File: src/rtl/imm_decode_pkg.sv
// Shared types for the immediate decode stage: select encodings and buffer states.
// Z-format decoding is compiled in only when IMM_DECODE_ZIMM_EN is defined.
package imm_decode_pkg;

  typedef enum logic [2:0] {
    IMM_SEL_I    = 3'b000,
    IMM_SEL_S    = 3'b001,
    IMM_SEL_B    = 3'b010,
    IMM_SEL_U    = 3'b011,
    IMM_SEL_J    = 3'b100,
    IMM_SEL_Z    = 3'b101,
    IMM_SEL_RSV6 = 3'b110,
    IMM_SEL_RSV7 = 3'b111
  } imm_sel_t;

  // Occupancy of the output register plus skid register.
  typedef enum logic [1:0] {
    BUF_EMPTY = 2'd0,
    BUF_ONE   = 2'd1,
    BUF_TWO   = 2'd2
  } buf_state_t;

  localparam int SEL_W = 3;

endpackage

File: src/rtl/imm_decode_core.sv
// Combinational RV32 immediate extraction and extension to XLEN.
// Select 101 (Z) is decoded only when IMM_DECODE_ZIMM_EN is defined, otherwise it is illegal.
module imm_decode_core
  import imm_decode_pkg::*;
#(
  parameter int XLEN = 32
) (
  input  logic [31:0]      instr,
  input  logic [SEL_W-1:0] sel,
  output logic [XLEN-1:0]  imm,
  output logic             err
);

  logic [31:0] imm32;
  logic        unused_opcode;

  assign unused_opcode = ^instr[6:0];

  always_comb begin
    imm32 = '0;
    err   = 1'b0;
    case (imm_sel_t'(sel))
      IMM_SEL_I: imm32 = {{20{instr[31]}}, instr[31:20]};
      IMM_SEL_S: imm32 = {{20{instr[31]}}, instr[31:25], instr[11:7]};
      IMM_SEL_B: imm32 = {{19{instr[31]}}, instr[31], instr[7], instr[30:25], instr[11:8], 1'b0};
      IMM_SEL_U: imm32 = {instr[31:12], 12'b0};
      IMM_SEL_J: imm32 = {{11{instr[31]}}, instr[31], instr[19:12], instr[20], instr[30:21], 1'b0};
`ifdef IMM_DECODE_ZIMM_EN
      IMM_SEL_Z: imm32 = {27'b0, instr[19:15]};
`else
      IMM_SEL_Z: err = 1'b1;
`endif
      default:   err = 1'b1;
    endcase
  end

  // Bit 31 of imm32 already carries the format sign (and is 0 for Z), so widening replicates it.
  generate
    if (XLEN > 32) begin : g_wide
      assign imm = {{(XLEN-32){imm32[31]}}, imm32};
    end else begin : g_narrow
      assign imm = imm32[XLEN-1:0];
    end
  endgenerate

endmodule

File: src/rtl/imm_decode_stage.sv
// Immediate decode stage: decode core followed by a two-entry (output + skid) valid/ready buffer.
// Optional Z-format decode is enabled with IMM_DECODE_ZIMM_EN.
module imm_decode_stage
  import imm_decode_pkg::*;
#(
  parameter int XLEN = 32
) (
  input  logic             clk_i,
  input  logic             rst_i,
  input  logic             valid_i,
  output logic             ready_o,
  input  logic [31:0]      instr_i,
  input  logic [2:0]       imm_sel_i,
  input  logic             flush_i,
  output logic             valid_o,
  input  logic             ready_i,
  output logic [XLEN-1:0]  imm_o,
  output logic [2:0]       sel_o,
  output logic             err_o
);

  // Handshake: a transfer happens on a rising edge where valid and ready are both 1;
  // ready_o comes only from registered state, and flush_i blocks both transfers that cycle.

  buf_state_t      state_q, state_d;
  logic            accept, retire;
  logic            load_out_dec, load_out_skid, load_skid;
  logic [XLEN-1:0] dec_imm;
  logic            dec_err;
  logic [XLEN-1:0] out_imm_q, skid_imm_q;
  logic [2:0]      out_sel_q, skid_sel_q;
  logic            out_err_q, skid_err_q;

  imm_decode_core #(.XLEN(XLEN)) u_core (
    .instr (instr_i),
    .sel   (imm_sel_i),
    .imm   (dec_imm),
    .err   (dec_err)
  );

  assign accept = valid_i & (state_q != BUF_TWO) & ~flush_i;
  assign retire = ready_i & (state_q != BUF_EMPTY) & ~flush_i;

  always_ff @(posedge clk_i) begin
    if (rst_i) begin
      state_q <= BUF_EMPTY;
    end else begin
      state_q <= state_d;
    end
  end

  always_comb begin
    state_d = state_q;
    if (flush_i) begin
      state_d = BUF_EMPTY;
    end else begin
      case (state_q)
        BUF_EMPTY: if (accept) state_d = BUF_ONE;
        BUF_ONE: begin
          if (accept && !retire)      state_d = BUF_TWO;
          else if (retire && !accept) state_d = BUF_EMPTY;
        end
        BUF_TWO:   if (retire) state_d = BUF_ONE;
        default:   state_d = BUF_EMPTY;
      endcase
    end
  end

  always_comb begin
    ready_o = (state_q != BUF_TWO);
    valid_o = (state_q != BUF_EMPTY);
    imm_o   = out_imm_q;
    sel_o   = out_sel_q;
    err_o   = out_err_q;
  end

  // New data goes straight to the output register unless it would overtake a held entry.
  assign load_out_dec  = accept & ((state_q == BUF_EMPTY) | retire);
  assign load_skid     = accept & (state_q == BUF_ONE) & ~retire;
  assign load_out_skid = retire & (state_q == BUF_TWO);

  always_ff @(posedge clk_i) begin
    if (rst_i) begin
      out_imm_q  <= '0;
      out_sel_q  <= '0;
      out_err_q  <= 1'b0;
      skid_imm_q <= '0;
      skid_sel_q <= '0;
      skid_err_q <= 1'b0;
    end else begin
      if (load_out_dec) begin
        out_imm_q <= dec_imm;
        out_sel_q <= imm_sel_i;
        out_err_q <= dec_err;
      end else if (load_out_skid) begin
        out_imm_q <= skid_imm_q;
        out_sel_q <= skid_sel_q;
        out_err_q <= skid_err_q;
      end
      if (load_skid) begin
        skid_imm_q <= dec_imm;
        skid_sel_q <= imm_sel_i;
        skid_err_q <= dec_err;
      end
    end
  end

endmodule

File: config.mk
export PLATFORM = sky130hd
export DESIGN_NAME = imm_decode_stage
export DESIGN_NICKNAME = d
export VERILOG_FILES = /design/src/rtl/imm_decode_pkg.sv /design/src/rtl/imm_decode_core.sv /design/src/rtl/imm_decode_stage.sv
export SDC_FILE = /design/constraint.sdc
export NUM_CORES = 1
export LEC_CHECK = 0
export ABC_AREA = 1
export CAP_MARGIN = 40
export CORE_MARGIN = 4
export CORE_UTILIZATION = 55
export CTS_CLUSTER_DIAMETER = 80
export CTS_CLUSTER_SIZE = 30
export DETAILED_ROUTE_END_ITERATION = 12
export GPL_TIMING_DRIVEN = 0
export PLACE_DENSITY = 0.86
export SLEW_MARGIN = 20
export SYNTH_ARGS = -nofsm -noshare
export SYNTH_HDL_FRONTEND = slang
export SYNTH_SLANG_ARGS = --single-unit
File: constraint.sdc
create_clock -name clk_i -period 3.1 [get_ports clk_i]
set_input_delay 0.31 -clock clk_i [delete_from_list [all_inputs] [get_ports clk_i]]
set_output_delay 0.31 -clock clk_i [all_outputs]
set_load 0.05 [all_outputs]
# Word-level counts from Yosys, hierarchy flattened

Index checks and enable logic that the tools add are counted.

Eq/ne operators: 10
Multiplexer cells: 13
Bitwise gates (word level): 11
Reduce and logical (&&, ||, !) cells: 11

Operators by type and width:

| kind                 | count |
|---|---|
| $pmux W32 S5         | 1 |
| $mux W32             | 2 |
| $and A1 B1 Y1        | 8 |
| $mux W2              | 4 |
| $eq A3 B2 Y1 const B | 2 |
| $mux W3              | 2 |
| $ne A2 B2 Y1 const B | 3 |
| $pmux W2 S3          | 1 |
| $reduce_or A5 Y1     | 1 |
| $reduce_bool A2 Y1   | 2 |
| $eq A3 B1 Y1 const B | 1 |
| $eq A3 B3 Y1 const B | 1 |
| $logic_not A3 Y1     | 1 |
| $mux W1              | 3 |
| $ne A3 B3 Y1 const B | 1 |
| $reduce_and A3 Y1    | 1 |
| $eq A2 B1 Y1 const B | 1 |
| $eq A2 B2 Y1 const B | 1 |
| $logic_and A1 B1 Y1  | 2 |
| $logic_not A1 Y1     | 2 |
| $logic_not A2 Y1     | 1 |
| $not A1 Y1           | 2 |
| $reduce_or A2 Y1     | 1 |
| $or A1 B1 Y1         | 1 |

Register bits after elaboration: 74
Input port bits: 40
Output and inout bits: 38
Word-level logic and storage cells: 52

# Logic depth before layout (Yosys ltp)

Gate-level depths: netlist of the first run.

Depth after elaboration: 8
Mapped depth: 9
Mapped depth without buffers: 9

# Cells and area by module

A second synthesis of the first run with hierarchy kept.

Cells, all modules: 612
Area total of the unflattened synthesis: 4117.7 um^2

Modules (own cells, without submodules):

| module           | instances | cells an instance | area an instance (um^2) | sequential area each (um^2) |
|---|---|---|---|---|
| imm_decode_stage | 1         | 510               | 3514.6                  | 1481.4 |
| imm_decode_core  | 1         | 102               | 603.1                   | 0.0 |

# Worst setup path before layout of the first run

No wires, ideal clock.

Kind: reg-to-reg
From: register state_q[0]
To: register out_imm_q[29], in the netlist imm_o[29]
Setup time: 114 ps
Arrival time: 1521 ps
Data required time: 2986 ps
Setup slack: 1465 ps
Cell stages (with the launch flop): 9
Buffers on the path: 1
Clock period less this slack: 1635 ps
Cell sequence: dfxtp_1 -> inv_1 -> nand2_1 -> nand2_1 -> nor2_4 -> buf_6 -> nand2_1 -> nand2_1 -> nor2_1

Elaborated cells between the ends (all ways): 13
Those cells by class: eq/ne (2); mux (1); bitwise (7); reduce/logical (3)

RTL lines:

| item                                           | RTL line               | source |
|---|---|---|
| start, declared                                | imm_decode_stage.sv:25 | `buf_state_t state_q, state_d;` |
| start signal, assigned                         | imm_decode_stage.sv:48 | `state_q <= state_d;` |
| $ne A2 B2 Y1 *                                 | --                     |  |
| net ready_o                                    | imm_decode_stage.sv:11 | `output logic ready_o,` |
| $and A1 B1 Y1 * (2 in series)                  | imm_decode_stage.sv:41 | `assign accept = valid_i & (state_q != BUF_TWO) & ~flush_i;` |
| $and A1 B1 Y1 *                                | imm_decode_stage.sv:78 | `assign load_out_dec = accept & ((state_q == BUF_EMPTY) \| retire);` |
| $mux W32 or $reduce_bool A2 Y1 (tied branches) | --                     |  |
| end signal, assigned                           | imm_decode_stage.sv:92 | `out_imm_q <= dec_imm;` |
| end signal, assigned                           | imm_decode_stage.sv:96 | `out_imm_q <= skid_imm_q;` |
| end, declared                                  | imm_decode_stage.sv:30 | `logic [XLEN-1:0] out_imm_q, skid_imm_q;` |

Mark *: on every way through the listed nets, which the timed path passes. The rest lies on a longest branch.
A chain may end at the register's enable or synchronous reset.

# Worst setup path in the final report of the first run

From: register state_q[0]
To: output ready_o

Word-level cells in the longest chain between the ends: 1

RTL lines:

| item          | RTL line               | source |
|---|---|---|
| $ne A2 B2 Y1  | imm_decode_stage.sv:70 | `ready_o = (state_q != BUF_TWO);` |
| end, declared | imm_decode_stage.sv:11 |  |

No other way between the ends.

==> flow_metrics.tcl, run 1 <==
set metrics [dict create \
    clock_path_buffers 2 \
    multi_input_area_mm2 0.00181 \
    dieArea_mm2 0.00795 \
    synth_top_area_share_pct 40.9 \
    avgSynthCellArea_um2 6.17 \
    path_clk_slew_ns 0.08 \
    min_period_ns 2.18 \
    die_x_um 89.1 \
    grt_start_max_net_pins 13 \
    row_count 29 \
    finalCritPeriodShare_pct 70.2 \
    grt_overflow 0 \
    rsz0062_at_grt "false" \
    yosys_warnings 0 \
    maxCapViolCount 0 \
    yosys.area.top_type "dfxtp_1" \
    tns_ns 0 \
    totalWireLength_um 10600 \
    place.port_buffers 69 \
    worst_pin_slew_ns 0.647 \
    use_met2_pct 46.8 \
    syn-num-nets 628 \
    ctsHoldBuffers 0 \
    switching_share_pct 30.6 \
    dp_cells 733 \
    synthArstFlopShare_pct 0 \
    final_cell_mix "nand2_1, nor2_1, dfxtp_1, clkdlybuf4s50_1, inv_1" \
    synth-seq-cells 74 \
    n_antenna_cell 0 \
    synthTopCellsByArea "dfxtp_1, nand2_1, nor2_1, nand3_1, a21oi_1" \
    globalRouteMet1Util_pct 36.2 \
    yosysUniqueCellTypes 23 \
    drv_slew 0 \
    r2r_slack_ns 1.50 \
    htreeDepth 3 \
    end_kind "primary output" \
    start_kind "flop" \
    area_growth_pct 27.1 \
    max_slew_margin_pct 56.9 \
    layout_commonest_cell "nand2_1" \
    arrival_ns 1.87 \
    peakVddDrop_mv 0.363 \
    setup_violations 0 \
    ios 78 \
    coreArea_mm2 0.00639 \
    synth-edff-count 0 \
    clock_latency_ns 0.36 \
    combPwrFrac_pct 20.1 \
    ys_seq_area_share_pct 40.9 \
    antenna_found_initial 0 \
    pwr-share-clk_pct 34.2 \
    p_switching_uw 674 \
    grt_util_met3_pct 4.06 \
    drc 0 \
    root_buffer "clkbuf_8" \
    grt_pass1_wl_um 17300 \
    cts_tree "yes" \
    cts_made_buffers 9 \
    power.leakage_nw 2.17 \
    power_density_mw_per_mm2 479 \
    grt_pass1_vias 3778 \
    synthCells 587 \
    hpwl_um 7560 \
    seq_power_share_pct 45.8 \
    crit_type "flop to primary output" \
    fin_nets 708 \
    initial_core_util_pct 56.7 \
    netlist_area_mm2 0.00362 \
    wl_per_cell_um 14.2 \
    postCtsSetupBuffers 0 \
    ant_nets 0 \
    final_cell_count_no_fill 748 \
    drive_gt1_share_pct 5.51 \
    clock.fmax_ghz 0.459 \
    grt_usage_pct 27.8 \
    hold_viol 0 \
    status "completed" \
    avgViaCountPerCell 5.39 \
    firstDrtPassIters 5 \
    n_fill_cell 553 \
    ys.flop_type "dfxtp_1" \
    seq_area_mm2 0.00148 \
    grt_busiest_layer "met2" \
    die_y_um 89.1 \
    crit_fanout 6 \
    p_int_mw 1.53 \
    first_iter_violations 495 \
    vias 4035 \
    cts_sinks 74 \
    required_ns 2.79 \
    post_cts_resized 0 \
    worst_clock_skew_ns 0.00968 \
    gp_congestion 0.964 \
    min_path_type "input pin to flop" \
]
[sequential cells by signal, indices dropped and copies added (netlist names)]
| name | count |
|---|---|
| skid_imm_q | 32 |
| sel_o | 3 |
| state_q | 2 |
| err_o | 1 |
| skid_sel_q | 3 |
| skid_err_q | 1 |
| imm_o | 32 |
[Yosys cell counts, types with 2 or more instances]
library cell,n
nor2_1,109
inv_2,3
a21oi_1,34
buf_2,8
nand2_2,2
nand2_1,221
buf_1,2
o21ai_0,18
buf_6,3
dfxtp_1,74
buf_4,2
nand3_1,38
clkbuf_1,14
inv_1,45
nand4_1,6
[routing by layer]
| metal | vias to the layer above | part of all wire (%) | routed length (um) |
|---|---|---|---|
| li1 | 1974 | - | - |
| met1 | 1853 | 42 | 4450 |
| met2 | 188 | 48 | 5110 |
| met3 | 20 | 7.9 | 842 |
| met4 | 0 | 1.7 | 184 |
| met5 | - | 0 | 0 |
[power groups by stage]
stage          registers [mW]  clock network [mW]  logic, mW
2_1_floorplan            1.13                   0      0.177
3_3_place_gp             1.03                   0      0.428
3_5_place_dp             1.03                   0      0.435
4_1_cts                  1.01               0.746      0.439
5_1_grt                  1.01               0.781      0.480
6_report                 1.01               0.753      0.442
[layout make-up]
| type | instances | area share, % |
|---|---|---|
| repair buffers | 69 | 15.0 |
| multi-input cells | 436 | 39.4 |
| flip-flops and latches | 74 | 32.2 |
| inverters | 48 | 3.92 |
| plain buffers | 29 | 3.24 |
| clock buffers | 10 | 2.99 |
| well taps | 77 | 2.09 |
| clock inverters | 5 | 1.20 |
[final timing paths]
kind | from | to | cells after the start
min reg2reg | skid_imm_q[22]$_SDFFE_PP0P_ | skid_imm_q[22]$_SDFFE_PP0P_ | 2
max | state_q[0]$_SDFFE_PP0P_ | ready_o | 3
max reg2reg | state_q[0]$_SDFFE_PP0P_ | imm_o[28]$_SDFFE_PP0P_ | 8
min | rst_i | skid_err_q$_SDFFE_PP0P_ | 2
[through the flow]
| step | setup WS, ns | util [%] | power [mW] | instance area, um2 | hold slack (ns) |
|---|---|---|---|---|---|
| final | 0.923 | 72.0 | 2.20 | 4600 | 0.468 |
| after global routing | 0.864 | 72.0 | 2.27 | 4600 | 0.480 |
| after CTS | 0.937 | 72.0 | 2.19 | 4600 | 0.459 |
| after detailed placement | 1.02 | 69.0 | 1.46 | 4410 | 0.452 |
| after global placement | 1.04 | 69.0 | 1.46 | 4410 | 0.449 |
| after floorplan | 1.47 | - | 1.31 | 3620 | 0.442 |
[cells by family after synthesis]
logic type,Yosys count,synth area share (%)
and+or+nand+nor,380,41.8
buffers and inverters,77,9.09
DFF,74,40.9
AOI/OAI and AO/OA,55,7.84
adders and majority gates,1,0.345
[critical path: stages (launching register included)]
cell and delay (ns):
dfxtp_1 0.45, inv_1 0.10, nand2_1 0.14, clkdlybuf4s50_1 0.82
(Power assumes the default switching activity.)
==> run 2: changes to the inputs <==
CORE_UTILIZATION = 51   (was 55)
PLACE_DENSITY = 0.8   (was 0.86)
clock period = 2.3 ns   (was 3.1 ns; I/O delays follow)
==> run 2 against run 1 <==
Against the previous run:
- sequential cell count did not move
- largest cell class unchanged
- hold slack worse by 0.068 ns
- highest routed layer unchanged
- via count decreased by 2.2%
- clock power grew 66%
==> flow_metrics.tcl, run 2 (synthesis gave the netlist of run 1 again) <==
set metrics [dict create \
    die_y_um 92.3 \
    hpwl_um 7420 \
    gp_congestion 0.934 \
    required_ns 2.07 \
    path_cells "inv_1, nand2_1, clkdlybuf4s50_1" \
    setup_violations 0 \
    worst_pin_slew_ns 0.645 \
    antenna_found_initial 0 \
    row_count 30 \
    worst_clock_skew_ns 0.0160 \
    area_growth_pct 29.3 \
    status "completed" \
    clock_latency_ns 0.36 \
    cts_tree "yes" \
    peakVddDrop_mv 0.662 \
    min_period_ns 2.09 \
    grt_overflow 0 \
    path_clk_slew_ns 0.09 \
    final_cell_count_no_fill 768 \
    arrival_ns 1.86 \
    crit_fanout 6 \
    die_x_um 92.3 \
    cts_made_buffers 9 \
    first_iter_violations 238 \
    end_kind "primary output" \
    tns_ns 0 \
    hold_viol 0 \
    ant_nets 0 \
    ios 78 \
    fin_nets 708 \
    dieArea_mm2 0.00851 \
    power.leakage_nw 2.19 \
    grt_usage_pct 25.3 \
    firstDrtPassIters 5 \
    place.port_buffers 69 \
    postCtsSetupBuffers 0 \
    drv_slew 0 \
    maxCapViolCount 0 \
    totalWireLength_um 10400 \
    root_buffer "clkbuf_8" \
    n_antenna_cell 0 \
    clock_path_buffers 2 \
    min_path_type "input pin to flop" \
    rsz0062_at_grt "false" \
    layout_commonest_cell "nand2_1" \
    drc 0 \
    crit_type "flop to primary output" \
    grt_pass1_wl_um 17300 \
    avgViaCountPerCell 5.14 \
    clock.fmax_ghz 0.479 \
    ctsHoldBuffers 0 \
    power_density_mw_per_mm2 683 \
    cp_slowest_stage_delay_ns 0.83 \
    initial_core_util_pct 53.0 \
    htreeDepth 3 \
    coreArea_mm2 0.00683 \
    crit_slowest_cell "clkdlybuf4s50_1" \
    critPathTopFamily "buffers and inverters" \
    grt_pass1_vias 3688 \
    vias 3947 \
    drive_gt1_share_pct 5.65 \
    n_fill_cell 628 \
    wl_per_cell_um 13.6 \
    max_slew_margin_pct 57.0 \
    final_cell_mix "nand2_1, nor2_1, dfxtp_1, clkdlybuf4s50_1, inv_1" \
    cp.buffers_inverters 2 \
    start_kind "flop" \
    post_cts_resized 0 \
    finalCritPeriodShare_pct 90.7 \
    grt_start_max_net_pins 14 \
    cts_sinks 74 \
    dp_cells 752 \
]
-- run 2: cell count changes in the layout (fill, tap and decap cells not counted) --
cell	before	now
bufinv_16	1	3
clkinv_2	2	0
clkinv_4	0	1
-- run 2: worst paths after layout --
kind	start	to	slack (ns)	cells past startpoint
max	state_q[0]$_SDFFE_PP0P_	ready_o	0.21	3
min	rst_i	skid_err_q$_SDFFE_PP0P_	0.40	2
max reg2reg	state_q[0]$_SDFFE_PP0P_	imm_o[27]$_SDFFE_PP0P_	0.64	6
min reg2reg	skid_imm_q[1]$_SDFFE_PP0P_	skid_imm_q[1]$_SDFFE_PP0P_	0.47	2
-- run 2: where the power goes --
part	internal (mW)	total (mW)	switching, mW	leakage [nW]
logic	0.210	0.594	0.384	1.47
clock network	0.752	1.25	0.497	0.119
registers	1.33	1.36	0.0277	0.603
total	2.29	3.20	0.908	2.19
-- run 2: cell type report --
| class | instances | area, um2 | area share [%] |
|---|---|---|---|
| buffer | 29 | 149 | 3.18 |
| clock buffer | 10 | 138 | 2.94 |
| clock inverter | 6 | 114 | 2.43 |
| inverter | 48 | 180 | 3.85 |
| multi-input combinational | 436 | 1810 | 38.7 |
| sequential | 74 | 1480 | 31.6 |
| tap | 96 | 120 | 2.56 |
| timing repair buffer | 69 | 691 | 14.7 |
-- run 2: per-stage QoR --
step	util, %	setup WS (ns)	hold WS [ns]	power, mW	area [um2]
after floorplan	-	0.665	0.391	1.76	3620
after CTS	68.6	0.207	0.367	3.21	4680
after global placement	64.9	0.324	0.448	1.96	4430
after detailed placement	64.9	0.304	0.452	1.97	4430
final	68.6	0.213	0.400	3.20	4680
after global routing	68.6	0.169	0.407	3.32	4680
-- run 2: routing by layer --
| metal | track usage [%] | share of wire [%] |
|---|---|---|
| met5 | 0 | 0 |
| met1 | 32.0 | 44 |
| met2 | 41.7 | 47 |
| met3 | 4.43 | 7.0 |
| met4 | 11.8 | 2.6 |
